**src/rtl/key_repeat_conditioner.sv**
```systemverilog
// Two-button front end for the packet-injection selector: synchronise, debounce,
// then turn each press into single-cycle pulses with auto-repeat while held.
module key_repeat_conditioner #(
    parameter int unsigned DEBOUNCE_CYCLES = 50000,
    parameter int unsigned REPEAT_DELAY    = 25000000,
    parameter int unsigned REPEAT_PERIOD   = 5000000,
    parameter bit          ACTIVE_LOW      = 1'b1
) (
    input  logic clk,
    input  logic rst,
    input  logic key_raw_inc,
    input  logic key_raw_dec,
    output logic key_inc,
    output logic key_dec,
    output logic held_inc,
    output logic held_dec,
    output logic conflict
);

    localparam int unsigned DW   = (DEBOUNCE_CYCLES > 1) ? $clog2(DEBOUNCE_CYCLES) : 1;
    localparam int unsigned RMAX = (REPEAT_DELAY > REPEAT_PERIOD) ? REPEAT_DELAY : REPEAT_PERIOD;
    localparam int unsigned RW   = (RMAX > 1) ? $clog2(RMAX) : 1;
    localparam logic [DW-1:0] DB_LAST = DW'(DEBOUNCE_CYCLES - 1);
    localparam logic [RW-1:0] RD_LAST = RW'(REPEAT_DELAY - 1);
    localparam logic [RW-1:0] RP_LAST = (REPEAT_PERIOD > 0) ? RW'(REPEAT_PERIOD - 1) : '0;
    localparam bit            REPEAT_EN = (REPEAT_PERIOD != 0);

    typedef enum logic [1:0] {IDLE, DELAY, REPEAT, BLOCKED} state_t;

    logic [1:0] raw_pressed;
    logic [1:0] db_vec;
    logic [1:0] db_next_vec;
    logic [1:0] pulse_vec;
    logic       conflict_q, conflict_d;

    assign raw_pressed = {key_raw_dec, key_raw_inc} ^ {2{ACTIVE_LOW}};

    for (genvar ch = 0; ch < 2; ch++) begin : g_ch
        localparam int OTHER = 1 - ch;

        logic          norm_q, norm_d;
        logic          sync1_q, sync1_d;
        logic          s_q, s_d;
        logic          db_q, db_d;
        logic [DW-1:0] dcnt_q, dcnt_d;
        state_t        state_q;
        logic [RW-1:0] rcnt_q;
        logic          pulse_q;
        logic          own, other;

        // Registered normalise stage ahead of the two-flop synchroniser.
        always_comb begin
            norm_d  = raw_pressed[ch];
            sync1_d = norm_q;
            s_d     = sync1_q;
            db_d    = db_q;
            dcnt_d  = '0;
            if (s_q != db_q) begin
                if (dcnt_q == DB_LAST) begin
                    db_d = ~db_q;
                end else begin
                    dcnt_d = dcnt_q + 1'b1;
                end
            end
        end

        always_ff @(posedge clk) begin
            if (rst) begin
                norm_q  <= 1'b0;
                sync1_q <= 1'b0;
                s_q     <= 1'b0;
                db_q    <= 1'b0;
                dcnt_q  <= '0;
            end else begin
                norm_q  <= norm_d;
                sync1_q <= sync1_d;
                s_q     <= s_d;
                db_q    <= db_d;
                dcnt_q  <= dcnt_d;
            end
        end

        assign db_vec[ch]      = db_q;
        assign db_next_vec[ch] = db_d;
        assign pulse_vec[ch]   = pulse_q;
        assign own             = db_q;
        assign other           = db_vec[OTHER];

        always_ff @(posedge clk) begin
            if (rst) begin
                state_q <= IDLE;
                rcnt_q  <= '0;
                pulse_q <= 1'b0;
            end else begin
                pulse_q <= 1'b0;
                case (state_q)
                    IDLE: begin
                        if (own) begin
                            rcnt_q <= '0;
                            if (other) begin
                                state_q <= BLOCKED;
                            end else begin
                                pulse_q <= 1'b1;
                                state_q <= DELAY;
                            end
                        end
                    end
                    DELAY: begin
                        if (!own) begin
                            state_q <= IDLE;
                        end else if (other) begin
                            state_q <= BLOCKED;
                        end else if (rcnt_q == RD_LAST) begin
                            // With repeat disabled the counter simply parks here.
                            if (REPEAT_EN) begin
                                pulse_q <= 1'b1;
                                state_q <= REPEAT;
                                rcnt_q  <= '0;
                            end
                        end else begin
                            rcnt_q <= rcnt_q + 1'b1;
                        end
                    end
                    REPEAT: begin
                        if (!own) begin
                            state_q <= IDLE;
                        end else if (other) begin
                            state_q <= BLOCKED;
                        end else if (rcnt_q == RP_LAST) begin
                            pulse_q <= 1'b1;
                            rcnt_q  <= '0;
                        end else begin
                            rcnt_q <= rcnt_q + 1'b1;
                        end
                    end
                    default: begin
                        if (!own) begin
                            state_q <= IDLE;
                        end else if (!other) begin
                            state_q <= DELAY;
                            rcnt_q  <= '0;
                        end
                    end
                endcase
            end
        end
    end

    always_comb begin
        conflict_d = db_next_vec[0] & db_next_vec[1];
    end

    always_ff @(posedge clk) begin
        if (rst) begin
            conflict_q <= 1'b0;
        end else begin
            conflict_q <= conflict_d;
        end
    end

    assign key_inc  = pulse_vec[0];
    assign key_dec  = pulse_vec[1];
    assign held_inc = db_vec[0];
    assign held_dec = db_vec[1];
    assign conflict = conflict_q;

endmodule

```
**config.mk**
```make
export PLATFORM = sky130hd
export DESIGN_NAME = key_repeat_conditioner
export DESIGN_NICKNAME = d
export VERILOG_FILES = /design/src/rtl/key_repeat_conditioner.sv
export SDC_FILE = /design/constraint.sdc
export NUM_CORES = 1
export LEC_CHECK = 0
export CAP_MARGIN = 10
export CORE_UTILIZATION = 29
export DETAILED_ROUTE_END_ITERATION = 16
export PLACE_DENSITY_LB_ADDON = 0.2
export SETUP_SLACK_MARGIN = 0.05
export SLEW_MARGIN = 20
export SYNTH_ARGS = -nofsm -noshare
export SYNTH_HDL_FRONTEND = slang
export SYNTH_SLANG_ARGS = --single-unit
```
**constraint.sdc**
```tcl
create_clock -name clk -period 2.49 [get_ports clk]
set_clock_uncertainty 0.1 [all_clocks]
set_input_delay 0.249 -clock clk [delete_from_list [all_inputs] [get_ports clk]]
set_output_delay 0.249 -clock clk [all_outputs]
set_load 0.02 [all_outputs]
```
==> results.md <==
* Initial Util at 29.73%
* Global-route wire length before repair at 17590 µm
* Max clock buf depth at 2
* Clock Latency Late Sink at 0.35 ns
* Most numerous cell in the Yosys netlist: dfxtp_1
* Rows at 47
* WP data required at 2.67 ns
* HPWL after DPL at 6817 µm
* Worst Path Arrival at 2.42 ns
* Dpl ws at 0.1952 ns
* F_max at 0.4464 GHz
* CTS tree: done
* Final worst path period share at 89.96%
* CTS Buf Count at 9
* Total global routing overflow at 0
* Sequential Power Share at 51.0%
* Sw Ratio at 24.51%
* Syn. warnings at 0
* Initial antenna violation count at 0
* Post-synthesis register bit count at 97
* Pwr Density at 552.6 nW/µm²
* Main synth FF type: dfxtp_1
* Clock power frac at 45.1%
* Peak VDD IR at 0.0003213 V
* Worst hold-check path type: input pin to flop
* Startpoint types: flop
* Via count at 3799
* Layout cells sized above 1 at 9.358%
* Die height at 132.6 µm
* Drt initial violations at 252
* Worst-path clk slew at 0.07 ns
* Logic pwr share at 3.9%
* Wire length per cell after detailed routing at 13.37 µm
* Setup repair after global routing missed its margin: true
* Pleak at 1.661 nW
* Setup crit end: g_ch[1].rcnt_q[22]$_SDFFE_PP0P_
* Largest net degree at the start of global routing at 38
* Final Hold Vio Count at 0
* Final Max Slew Viols at 0
* Hold Buf Count CTS at 0
* Outcome: complete, no violations
* Clk root buf: clkbuf_16
* Syn Area/Cell at 9.215 µm²
* H-tree depth at 3
* Worst hold margin at 0.2915 ns
* Die area at 17590 µm²
* Synth top cells by count: dfxtp_1, a211oi_1, nor2_1
* Multi-input logic area at 2809 µm²
* Setup Buffers After CTS at 0
* Crit path kind: flop to flop
* Die width at 132.6 µm
* Reg2reg end: g_ch[1].rcnt_q[22]$_SDFFE_PP0P_
* Final ANT Viol Nets at 0
* PortBufs at 8
* Syn Std Cell Area at 4948 µm²
* Via density per instance at 4.966
* Seq/Total Area, Yosys at 39.24%
* # diodes at 0
* Synth top area share at 39.24%
* Max-cap viol count at 0
* Final WL at 10230 µm
* Async SR Flop Fraction at 0%
* Crit Path Max Fanout at 11
* Critical Path Start: g_ch[1].state_q[1]$_SDFFE_PP0P_
* R2r setup slk at 0.25 ns
* Gr usage total at 12.20%
* Psw at 0.0007512 W
* Setup ws final at 0.2499 ns
* Yosys top cell by area: dfxtp_1
* GP Congestion at 0.7490
* Min Tclk post-route at 2.240 ns
* RR Startpoint: g_ch[1].state_q[1]$_SDFFE_PP0P_
* Endpoint type of the worst setup path: flop
* Reg area at 1942 µm²
* Hold path cells at 2
* # fillers at 1677
* Cell variety after synth at 59
* Post-Syn Nets at 553
* IO Count at 9
* Synth Instances at 537
* R2R depth at 8
* Number of global-route vias before repair at 3629
* CORE AREA at 16640 µm²
* Setup TNS at 0 ns
* Syn-to-layout area delta at 12.09%
* CTS resizes at 0
* Post-synth EDFFs at 0
* Final Setup Violations at 0
* Max-slew headroom at 56.56%
* Layout Nets at 556
* Drt pass-1 iters at 4
* Drt drc at 0
* Largest cells by area after synthesis: dfxtp_1, a211oi_1, xor2_1, xnor2_1, nor2_1
* Internal power at 0.002314 W
* Least-Margin Pin Slew at 0.6456 ns
* Clock sinks at 97
-- metal layers --
layer	up-vias	GRT usage, %	part of all wire (%)
met1	1789	16.32	51
met4	0	4.023	1.3
met3	11	2.797	2.7
li1	1962	-	-
met5	-	0	0
met2	37	19.30	45
-- placed cells by master, fill, tap and decap left out, types with 2 or more instances in the layout --
| cell | n |
|---|---|
| clkinvlp_4 | 2 |
| clkdlybuf4s50_1 | 7 |
| buf_4 | 8 |
| a21oi_1 | 7 |
| nand2b_1 | 4 |
| nor4b_1 | 3 |
| a211oi_2 | 5 |
| ha_1 | 11 |
| nor4_1 | 16 |
| xnor2_1 | 37 |
| nor2b_1 | 5 |
| nand4_1 | 18 |
| and2_1 | 5 |
| nand3_1 | 32 |
| a211oi_1 | 47 |
| xor2_1 | 40 |
| and4_1 | 9 |
| nand2_1 | 37 |
| o21ai_0 | 4 |
| inv_8 | 2 |
| nor4_2 | 4 |
| inv_6 | 2 |
| nand3b_1 | 2 |
| nor3b_1 | 2 |
| nor2_1 | 47 |
| inv_1 | 9 |
| nand4b_1 | 2 |
| a2111oi_0 | 2 |
| nor3_1 | 17 |
| o22ai_1 | 2 |
| buf_12 | 2 |
| clkbuf_16 | 9 |
| mux2i_1 | 5 |
| and3_1 | 13 |
| a211o_1 | 2 |
| dfxtp_1 | 97 |
-- worst min-delay path by stage --
stage | slack [ns] | start | end
finish | 0.29 | rst | held_dec$_SDFF_PP0_
global route | 0.31 | rst | held_dec$_SDFF_PP0_
CTS | 0.28 | rst | held_dec$_SDFF_PP0_
detailed placement | 0.33 | g_ch[1].norm_q$_SDFF_PP0_ | g_ch[1].s_d$_SDFF_PP0_
global placement | 0.32 | g_ch[0].norm_q$_SDFF_PP0_ | g_ch[0].s_d$_SDFF_PP0_
floorplan | 0.22 | key_raw_dec | g_ch[1].norm_q$_SDFF_PP0_
-- power groups by stage --
stage	Combinational [W]	Clock (W)	Sequential [W]
after CTS	0.000110	0.00143	0.00156
after global placement	0.000108	0	0.00160
final	0.000120	0.00138	0.00156
after detailed placement	0.000109	0	0.00160
after global routing	0.000131	0.00148	0.00157
after floorplan	0.0000892	0	0.00160
-- layout make-up --
cell class                      count  share of cell area, %
Multi-Input combinational cell    403                  50.64
Tap cell                          220                  4.963
Clock inverter                      7                  1.286
Clock buffer                        9                  4.060
Sequential cell                    97                  35.01
Timing Repair Buffer               19                  3.361
Inverter                           10                 0.6767
-- sequential cells by signal (all words and copies together) (netlist names) --
name	cells
g_ch.state_q	4
g_ch.rcnt_q	50
key_dec	1
g_ch.dcnt_q	32
conflict	1
g_ch.s_d	2
held_dec	1
held_inc	1
g_ch.s_q	2
g_ch.norm_q	2
key_inc	1
-- cell families (layout without fill, tap and decap cells) --
group / after synthesis / count (layout) / synth area share, %
simple gates: 226 / 226 / 24.83
fa+ha+maj: 12 / 12 / 3.034
xor+xnor: 77 / 77 / 13.63
buf+inv: 37 / 45 / 4.778
mux: 6 / 6 / 1.239
flops: 97 / 97 / 39.24
compound gates: 82 / 82 / 13.25
-- stage by stage --
| stage | std cells | utilization (%) | area (µm²) | power [W] |
|---|---|---|---|---|
| 2_1_floorplan | 537 | - | 4949 | 0.001688 |
| 6_report | 765 | 33.33 | 5547 | 0.003065 |
| 5_1_grt | 765 | 33.33 | 5547 | 0.003179 |
| 4_1_cts | 765 | 33.07 | 5504 | 0.003103 |
| 3_5_place_dp | 749 | 31.29 | 5207 | 0.001709 |
| 3_3_place_gp | 749 | 31.29 | 5207 | 0.001707 |
-- worst max-delay path: stages (launching register included) --
cell and delay, ns:
dfxtp_1 0.36, inv_1 0.08, ha_1 0.25, or3b_4 0.42
a211oi_2 0.22, buf_4 0.21, nand4_1 0.15, xor2_1 0.20
a211oi_2 0.18
No activity file was read; power rests on OpenSTA's default activity.
